--- config.mk ---
export PLATFORM = sky130hd
export DESIGN_NAME = fpu_divsqrt_iter_flat
export DESIGN_NICKNAME = d
export VERILOG_FILES = /design/src/rtl/fpu_pkg.sv /design/src/rtl/fpu_divsqrt_iter_if.sv /design/src/rtl/divsqrt_step.sv /design/src/rtl/fpu_divsqrt_iter.sv /design/src/flat_wrapper.sv
export SDC_FILE = /design/constraint.sdc
export NUM_CORES = 1
export LEC_CHECK = 0
export ABC_AREA = 1
export BUFFER_PORTS_ARGS = -buffer_cell sky130_fd_sc_hd__buf_4
export CORE_MARGIN = 8
export CORE_UTILIZATION = 60
export CTS_CLUSTER_SIZE = 40
export DETAILED_ROUTE_END_ITERATION = 12
export HOLD_SLACK_MARGIN = 0.15
export PLACE_DENSITY = 0.82
export SETUP_SLACK_MARGIN = 0.2
export SYNTH_ARGS = -nofsm -noshare
export SYNTH_HDL_FRONTEND = slang
export SYNTH_HIERARCHICAL = 1
export SYNTH_SLANG_ARGS = --single-unit
export TNS_END_PERCENT = 1
--- constraint.sdc ---
create_clock -name i_clk -period 9.4 [get_ports i_clk]
set_clock_uncertainty 0.1 [all_clocks]
set_input_delay 0.47 -clock i_clk [delete_from_list [all_inputs] [get_ports i_clk]]
set_output_delay 0.47 -clock i_clk [all_outputs]
set_load 0.03 [all_outputs]
--- src/rtl/fpu_pkg.sv ---
// fpu_pkg: shared op encodings and FSM state type for the iterative divide/sqrt unit
package fpu_pkg;
    localparam logic OP_DIV  = 1'b0;
    localparam logic OP_SQRT = 1'b1;
    typedef enum logic {S_IDLE, S_RUN} state_t;
endpackage

--- src/rtl/fpu_divsqrt_iter_if.sv ---
// fpu_divsqrt_iter_if: request/result bundle between execute stage (master) and divide/sqrt unit (slave)
//   start/op/a/b/cancel : request side, driven by the master
//   busy/count          : stall window and iterations remaining
//   done/q/r/dz/inv     : one-cycle completion pulse with held results and flags
interface fpu_divsqrt_iter_if #(parameter int WIDTH = 32);
    localparam int COUNT_W = $clog2(WIDTH) + 1;
    logic               start;
    logic               op;
    logic [WIDTH-1:0]   a;
    logic [WIDTH-1:0]   b;
    logic               cancel;
    logic               busy;
    logic [COUNT_W-1:0] count;
    logic               done;
    logic [WIDTH-1:0]   q;
    logic [WIDTH-1:0]   r;
    logic               dz;
    logic               inv;
    modport master (output start, op, a, b, cancel, input busy, count, done, q, r, dz, inv);
    modport slave  (input start, op, a, b, cancel, output busy, count, done, q, r, dz, inv);
endinterface

--- src/rtl/divsqrt_step.sv ---
// divsqrt_step: one restoring iteration shared by divide and square root
//   i_rem   : current partial remainder
//   i_in    : next operand bits (divide uses i_in[1] only, sqrt uses both)
//   i_trial : value to subtract (divisor, or {root, 2'b01} for sqrt)
//   i_sqrt  : select the 2-bit sqrt shift instead of the 1-bit divide shift
//   o_rem   : next partial remainder
//   o_bit   : next quotient/root bit
module divsqrt_step #(parameter int WIDTH = 32) (
    input  logic [WIDTH-1:0] i_rem,
    input  logic [1:0]       i_in,
    input  logic [WIDTH-1:0] i_trial,
    input  logic             i_sqrt,
    output logic [WIDTH-1:0] o_rem,
    output logic             o_bit
);
    logic [WIDTH:0] w_shift;
    assign w_shift = i_sqrt ? {i_rem[WIDTH-2:0], i_in} : {i_rem, i_in[1]};
    assign o_bit   = w_shift >= {1'b0, i_trial};
    // a successful subtract always leaves a result that fits WIDTH bits
    assign o_rem   = o_bit ? w_shift[WIDTH-1:0] - i_trial : w_shift[WIDTH-1:0];
endmodule

--- src/rtl/fpu_divsqrt_iter.sv ---
// fpu_divsqrt_iter: iterative radix-2 unsigned divide / square root, one bit per cycle
//   i_clk : clock
//   i_clr : asynchronous active-high clear
//   s_bus : slave side of fpu_divsqrt_iter_if (start/op/a/b/cancel in; busy/count/done/q/r/dz/inv out)
// FPU_DIVSQRT_SQRT_EN: when defined the sqrt datapath is enabled; otherwise op=1 completes
// on the next edge with inv=1 and zero results.
module fpu_divsqrt_iter #(parameter int WIDTH = 32) (
    input logic i_clk,
    input logic i_clr,
    fpu_divsqrt_iter_if.slave s_bus
);
    import fpu_pkg::*;
    localparam int COUNT_W = $clog2(WIDTH) + 1;
    localparam logic [COUNT_W-1:0] N_DIV  = COUNT_W'(WIDTH);
    localparam logic [COUNT_W-1:0] N_SQRT = COUNT_W'(WIDTH / 2);
    state_t             r_state, w_state;
    logic [COUNT_W-1:0] r_count, w_count;
    logic               r_op, w_op;
    logic [WIDTH-1:0]   r_num, w_num;
    logic [WIDTH-1:0]   r_den, w_den;
    logic [WIDTH-1:0]   r_quo, w_quo;
    logic [WIDTH-1:0]   r_rem, w_rem;
    logic [WIDTH-1:0]   r_q, w_q;
    logic [WIDTH-1:0]   r_r, w_r;
    logic               r_done, w_done;
    logic               r_dz, w_dz;
    logic               r_inv, w_inv;
    logic [WIDTH-1:0]   w_trial;
    logic [WIDTH-1:0]   w_rem_step;
    logic               w_bit;
    assign w_trial = (r_op == OP_SQRT) ? {r_quo[WIDTH-3:0], 2'b01} : r_den;
    divsqrt_step #(.WIDTH(WIDTH)) u_step (
        .i_rem  (r_rem),
        .i_in   (r_num[WIDTH-1:WIDTH-2]),
        .i_trial(w_trial),
        .i_sqrt (r_op == OP_SQRT),
        .o_rem  (w_rem_step),
        .o_bit  (w_bit)
    );
    always_comb begin
        w_state = r_state;
        w_count = r_count;
        w_op    = r_op;
        w_num   = r_num;
        w_den   = r_den;
        w_quo   = r_quo;
        w_rem   = r_rem;
        w_q     = r_q;
        w_r     = r_r;
        w_dz    = r_dz;
        w_inv   = r_inv;
        w_done  = 1'b0;
        if (s_bus.cancel) begin
            w_state = S_IDLE;
            w_count = '0;
        end else if (r_state == S_RUN) begin
            w_count = r_count - COUNT_W'(1);
            w_num   = (r_op == OP_SQRT) ? {r_num[WIDTH-3:0], 2'b00} : {r_num[WIDTH-2:0], 1'b0};
            w_quo   = {r_quo[WIDTH-2:0], w_bit};
            w_rem   = w_rem_step;
            if (r_count == COUNT_W'(1)) begin
                w_state = S_IDLE;
                w_done  = 1'b1;
                w_q     = {r_quo[WIDTH-2:0], w_bit};
                w_r     = w_rem_step;
                // all-ones quotient and r=a fall out of the iteration itself when b=0
                w_dz    = (r_op == OP_DIV) && (r_den == '0);
                w_inv   = 1'b0;
            end
        end else if (s_bus.start) begin
`ifdef FPU_DIVSQRT_SQRT_EN
            w_state = S_RUN;
            w_op    = s_bus.op;
            w_num   = s_bus.a;
            w_den   = s_bus.b;
            w_quo   = '0;
            w_rem   = '0;
            w_count = (s_bus.op == OP_SQRT) ? N_SQRT : N_DIV;
`else
            if (s_bus.op == OP_SQRT) begin
                w_done = 1'b1;
                w_inv  = 1'b1;
                w_dz   = 1'b0;
                w_q    = '0;
                w_r    = '0;
            end else begin
                w_state = S_RUN;
                w_op    = OP_DIV;
                w_num   = s_bus.a;
                w_den   = s_bus.b;
                w_quo   = '0;
                w_rem   = '0;
                w_count = N_DIV;
            end
`endif
        end
    end
    always_ff @(posedge i_clk or posedge i_clr) begin
        if (i_clr) begin
            r_state <= S_IDLE;
            r_count <= '0;
            r_op    <= OP_DIV;
            r_num   <= '0;
            r_den   <= '0;
            r_quo   <= '0;
            r_rem   <= '0;
            r_q     <= '0;
            r_r     <= '0;
            r_done  <= 1'b0;
            r_dz    <= 1'b0;
            r_inv   <= 1'b0;
        end else begin
            r_state <= w_state;
            r_count <= w_count;
            r_op    <= w_op;
            r_num   <= w_num;
            r_den   <= w_den;
            r_quo   <= w_quo;
            r_rem   <= w_rem;
            r_q     <= w_q;
            r_r     <= w_r;
            r_done  <= w_done;
            r_dz    <= w_dz;
            r_inv   <= w_inv;
        end
    end
    assign s_bus.busy  = (r_state == S_RUN);
    assign s_bus.count = r_count;
    assign s_bus.done  = r_done;
    assign s_bus.q     = r_q;
    assign s_bus.r     = r_r;
    assign s_bus.dz    = r_dz;
    assign s_bus.inv   = r_inv;
endmodule

--- src/flat_wrapper.sv ---
// flat-port wrapper written by rule: the top's interface ports become plain ports
module fpu_divsqrt_iter_flat import fpu_pkg::*;
#(parameter int WIDTH = 32)
  (i_clk, i_clr, s_bus_start, s_bus_op, s_bus_a, s_bus_b, s_bus_cancel, s_bus_busy, s_bus_count, s_bus_done, s_bus_q, s_bus_r, s_bus_dz, s_bus_inv);
  fpu_divsqrt_iter_if #(.WIDTH(WIDTH)) s_bus_i ();
  input logic i_clk;
  input logic i_clr;
  input wire logic [$bits(s_bus_i.start)-1:0] s_bus_start;
  input wire logic [$bits(s_bus_i.op)-1:0] s_bus_op;
  input wire logic [$bits(s_bus_i.a)-1:0] s_bus_a;
  input wire logic [$bits(s_bus_i.b)-1:0] s_bus_b;
  input wire logic [$bits(s_bus_i.cancel)-1:0] s_bus_cancel;
  output wire logic [$bits(s_bus_i.busy)-1:0] s_bus_busy;
  output wire logic [$bits(s_bus_i.count)-1:0] s_bus_count;
  output wire logic [$bits(s_bus_i.done)-1:0] s_bus_done;
  output wire logic [$bits(s_bus_i.q)-1:0] s_bus_q;
  output wire logic [$bits(s_bus_i.r)-1:0] s_bus_r;
  output wire logic [$bits(s_bus_i.dz)-1:0] s_bus_dz;
  output wire logic [$bits(s_bus_i.inv)-1:0] s_bus_inv;
  assign s_bus_i.start = s_bus_start;
  assign s_bus_i.op = s_bus_op;
  assign s_bus_i.a = s_bus_a;
  assign s_bus_i.b = s_bus_b;
  assign s_bus_i.cancel = s_bus_cancel;
  assign s_bus_busy = s_bus_i.busy;
  assign s_bus_count = s_bus_i.count;
  assign s_bus_done = s_bus_i.done;
  assign s_bus_q = s_bus_i.q;
  assign s_bus_r = s_bus_i.r;
  assign s_bus_dz = s_bus_i.dz;
  assign s_bus_inv = s_bus_i.inv;
  fpu_divsqrt_iter #(.WIDTH(WIDTH)) u_core (.i_clk(i_clk), .i_clr(i_clr), .s_bus(s_bus_i));
endmodule
==> metrics.txt <==
FF-to-FF path depth=16; CTS tree=built; CP Capture Type=flop; Final ANT Viol Nets=0; Worst EP required=9.63 ns; Worst R2R Setup Slack=6.36 ns; first drt pass iteration count=7; Total GRT Usage=a little over a quarter; Static Leakage=7.42 nW; fillers=1,555; commonest non-fill, non-tap cell in the layout=nand2_1; total design power=3.49 mW; Cell Pwr Density=246 nW/um^2; status=complete, no violations; most frequent cells in the layout=556 x nand2_1, 273 x inv_1, 200 x dfrtp_1; core area=19,300 um^2; CTS buffer count=22; Synth Area per Inst=7.20 um^2; Worst IR Drop VDD=0.218 mV; Routed WL=roughly 32,000 um; initial antenna violation count=0; Buf/Inv on CP=1; vias in the first global route=10,600; Nets=1,891; CP delay by family, top=simple AND/OR/NAND/NOR gates; register area=5030 um^2; initial DRC count=around 950; WS Path Type=reg2reg; wire per inst=15.6 um; Worst Path Arrival=3.27 ns; FF-to-FF Start=u_core/r_rem[19]$_DFFE_PP0P_; hold_sp=s_bus_cancel; min-delay worst type=in2reg; Hold Slack=0.228 ns; hold path depth=4; final setup vio count=0; Mapped Nets=1,723; Post-CTS Resized=0; FF+latch count, synth=roughly 200; clock-pin slew on the worst setup and hold paths=around 0.060 ns; Die X=155 um; first-pass GRT wire length=~53,000 um; htree depth=1; clk sinks=~200; Yosys Warn Count=6; reg2reg end=u_core/r_rem[2]$_DFFE_PP0P_; ANT cells=0; post-synth cell types=40; crit path time final=3.04 ns; RSZ-0062 raised after global routing=false; CTS root buffer=clkbuf_16; CP Cell Sequence=nand2_1 -> o21ai_0 -> ha_1 -> nand2_1 -> nor2_2 -> nand2_1 -> nor2_2 -> nand3b_1 -> nand2_1 -> nor2_4 -> nand2_8 -> inv_4 -> nand2_1 -> nand2_1 -> nand3_1 -> o21ai_0; MaxCap Viol Count=0; CP max stage cell=ha_1; DP HPWL=around 22,000 um; Hold Buf Count CTS=64; Slew @ Worst Pin=between 1 and 1.5 ns; CTS max path bufs=3; Startpoint Class=flop; Initial Util=60.5%; Synth Instances=around 1,600; endpoints failing hold=0; pin count of the biggest net entering global routing=138; Multi-input gate area=between 5000 and 6000 um^2; Area growth syn-to-layout=21.4%; number of top-level pins=143; normalized max-slew margin=22.4%; IO buf count=142; share of layout cells above drive strength 1=12.9%; Pins Over Slew Limit=0; Worst-Skew Late Latency=0.51 ns; final worst-path cycle share=32.4%; Residual DRC=0; most used cell, CP=nand2_1; post-CTS setup buffer count=0; Placer Congestion=about 0.96; fin worst setup slack=6.36 ns; DIE HEIGHT=155 um; post-route core utilization=73.4%; crit-path max FO=37; Setup crit start=u_core/r_rem[19]$_DFFE_PP0P_; Place WS=6.01 ns; CP peak stage delay=0.45 ns; remaining global-route overflow=0; row cnt=51; vias per cell=5.27; Mapped Area=~12,000 um^2; Hold Path Sink=u_core/s_bus.count[5]$_DFFE_PP0P_; post-synthesis sequential area ratio=43.1%; die footprint=24,100 um^2; setup TNS=0 ns; DR vias=around 11,000; Peak Freq=0.329 GHz
## through the flow
| step | cells | instance area, um^2 |
|---|---|---|
| after CTS | 2068 | 14100 |
| after detailed placement | 1964 | 12800 |
| final | 2068 | 14100 |
| after floorplan | 1619 | 11700 |
| after global placement | 1964 | 12800 |
| after global routing | 2068 | 14100 |
## state kept, by name, summed over array words and instances (netlist names)
| register | cells |
|---|---|
| u_core/s_bus.count | 6 |
| u_core/s_bus.done | 1 |
| u_core/r_den | 32 |
| u_core/r_num | 32 |
| u_core/s_bus.dz | 1 |
| u_core/r_rem | 32 |
| u_core/r_quo | 31 |
| u_core/s_bus.r | 32 |
| u_core/s_bus.q | 32 |
| u_core/s_bus.busy | 1 |
| u_core/s_bus.inv | 1 |
## cell families after synthesis
kind of cell	count (synthesis)	share of synthesized area (%)
AND/OR/NAND/NOR	751	26.3
buffers and inverters	352	12.0
AO/OA/AOI/OAI	248	12.0
flip-flops	201	43.1
adder cells (fa/ha/maj)	35	3.82
multiplexers	17	1.64
XOR/XNOR	14	1.05
other	1	0.0322
## cells in the mapped netlist
| master | n | area [um^2] |
|---|---|---|
| nor2_1 | 73 | 274 |
| o21ai_1 | 1 | 5.00 |
| a21oi_4 | 1 | 16.3 |
| nor2_4 | 1 | 11.3 |
| buf_6 | 5 | 56.3 |
| dfrtp_1 | 201 | 5030 |
| a21o_1 | 1 | 7.51 |
| nor3_2 | 1 | 10.0 |
| xor2_1 | 13 | 114 |
| clkbuf_1 | 35 | 131 |
| nand3b_1 | 10 | 75.1 |
| inv_4 | 1 | 6.26 |
| and2_1 | 4 | 25.0 |
| nand2_1 | 557 | 2090 |
| nand3_1 | 76 | 380 |
| mux2_2 | 17 | 191 |
| buf_1 | 5 | 18.8 |
| fa_1 | 1 | 20.0 |
| o31ai_1 | 16 | 120 |
| buf_4 | 5 | 37.5 |
| o22ai_1 | 24 | 150 |
| inv_1 | 274 | 1030 |
| a21oi_2 | 1 | 8.76 |
| ha_1 | 34 | 425 |
| inv_2 | 10 | 37.5 |
| nand2_2 | 5 | 31.3 |
| xnor2_1 | 1 | 8.76 |
| nor3_1 | 7 | 35.0 |
| buf_2 | 16 | 80.1 |
| o21ai_0 | 138 | 691 |
| or2_2 | 1 | 6.26 |
| nand4_1 | 6 | 37.5 |
| nor2_2 | 6 | 37.5 |
| conb_1 | 1 | 3.75 |
| nand3_2 | 2 | 20.0 |
| a21oi_1 | 36 | 180 |
| clkinv_1 | 1 | 3.75 |
| nand2_8 | 1 | 20.0 |
| and3_1 | 1 | 6.26 |
| o211ai_1 | 30 | 225 |
## how the worst max path moves through the flow
| stage | end | slack (ns) | depth (start not counted) |
|---|---|---|---|
| 2_1_floorplan | u_core/r_den[0]$_DFFE_PP0P_ | 3.35 | 1 |
| 3_3_place_gp | u_core/r_num[30]$_DFFE_PP0P_ | 6.10 | 7 |
| 3_5_place_dp | u_core/r_num[2]$_DFFE_PP0P_ | 6.01 | 7 |
| 4_1_cts | u_core/s_bus.r[14]$_DFFE_PP0P_ | 6.36 | 16 |
| 5_1_grt | u_core/s_bus.r[22]$_DFFE_PP0P_ | 6.09 | 16 |
| 6_report | u_core/r_rem[2]$_DFFE_PP0P_ | 6.36 | 16 |
## per-layer routing
layer	part of all wire (%)	global-route usage, %	up-vias	wire, um
met5	0	0	-	0
met4	3.9	11.2	0	1250
met3	6.2	4.55	83	2010
met2	48	44.3	366	15500
met1	42	34.0	5051	13500
li1	-	-	5395	-
## worst reg2reg max path: stages (launching register included)
cell,delay [ns]
dfrtp_1,0.41
nand2_1,0.07
o21ai_0,0.19
ha_1,0.45
nand2_1,0.14
nor2_2,0.17
nand2_1,0.09
nor2_2,0.16
nand3b_1,0.09
nand2_1,0.10
nor2_4,0.06
nand2_8,0.23
inv_4,0.19
nand2_1,0.10
nand2_1,0.09
nand3_1,0.12
o21ai_0,0.10
## layout make-up
type / instances / share of cell area, %
multi-input cells: 1066 / 37.0
flip-flops and latches: 201 / 35.6
repair buffers: 210 / 12.3
inverters: 286 / 7.66
clock buffers: 31 / 4.56
well taps: 265 / 2.34
clock inverters: 9 / 0.628
## power breakdown
part           switching (mW)  internal [mW]  total, mW
combinational            1.01          0.483       1.50
clock                   0.355          0.510      0.865
sequential              0.107           1.02       1.12
No activity file was read; power rests on OpenSTA's default activity.
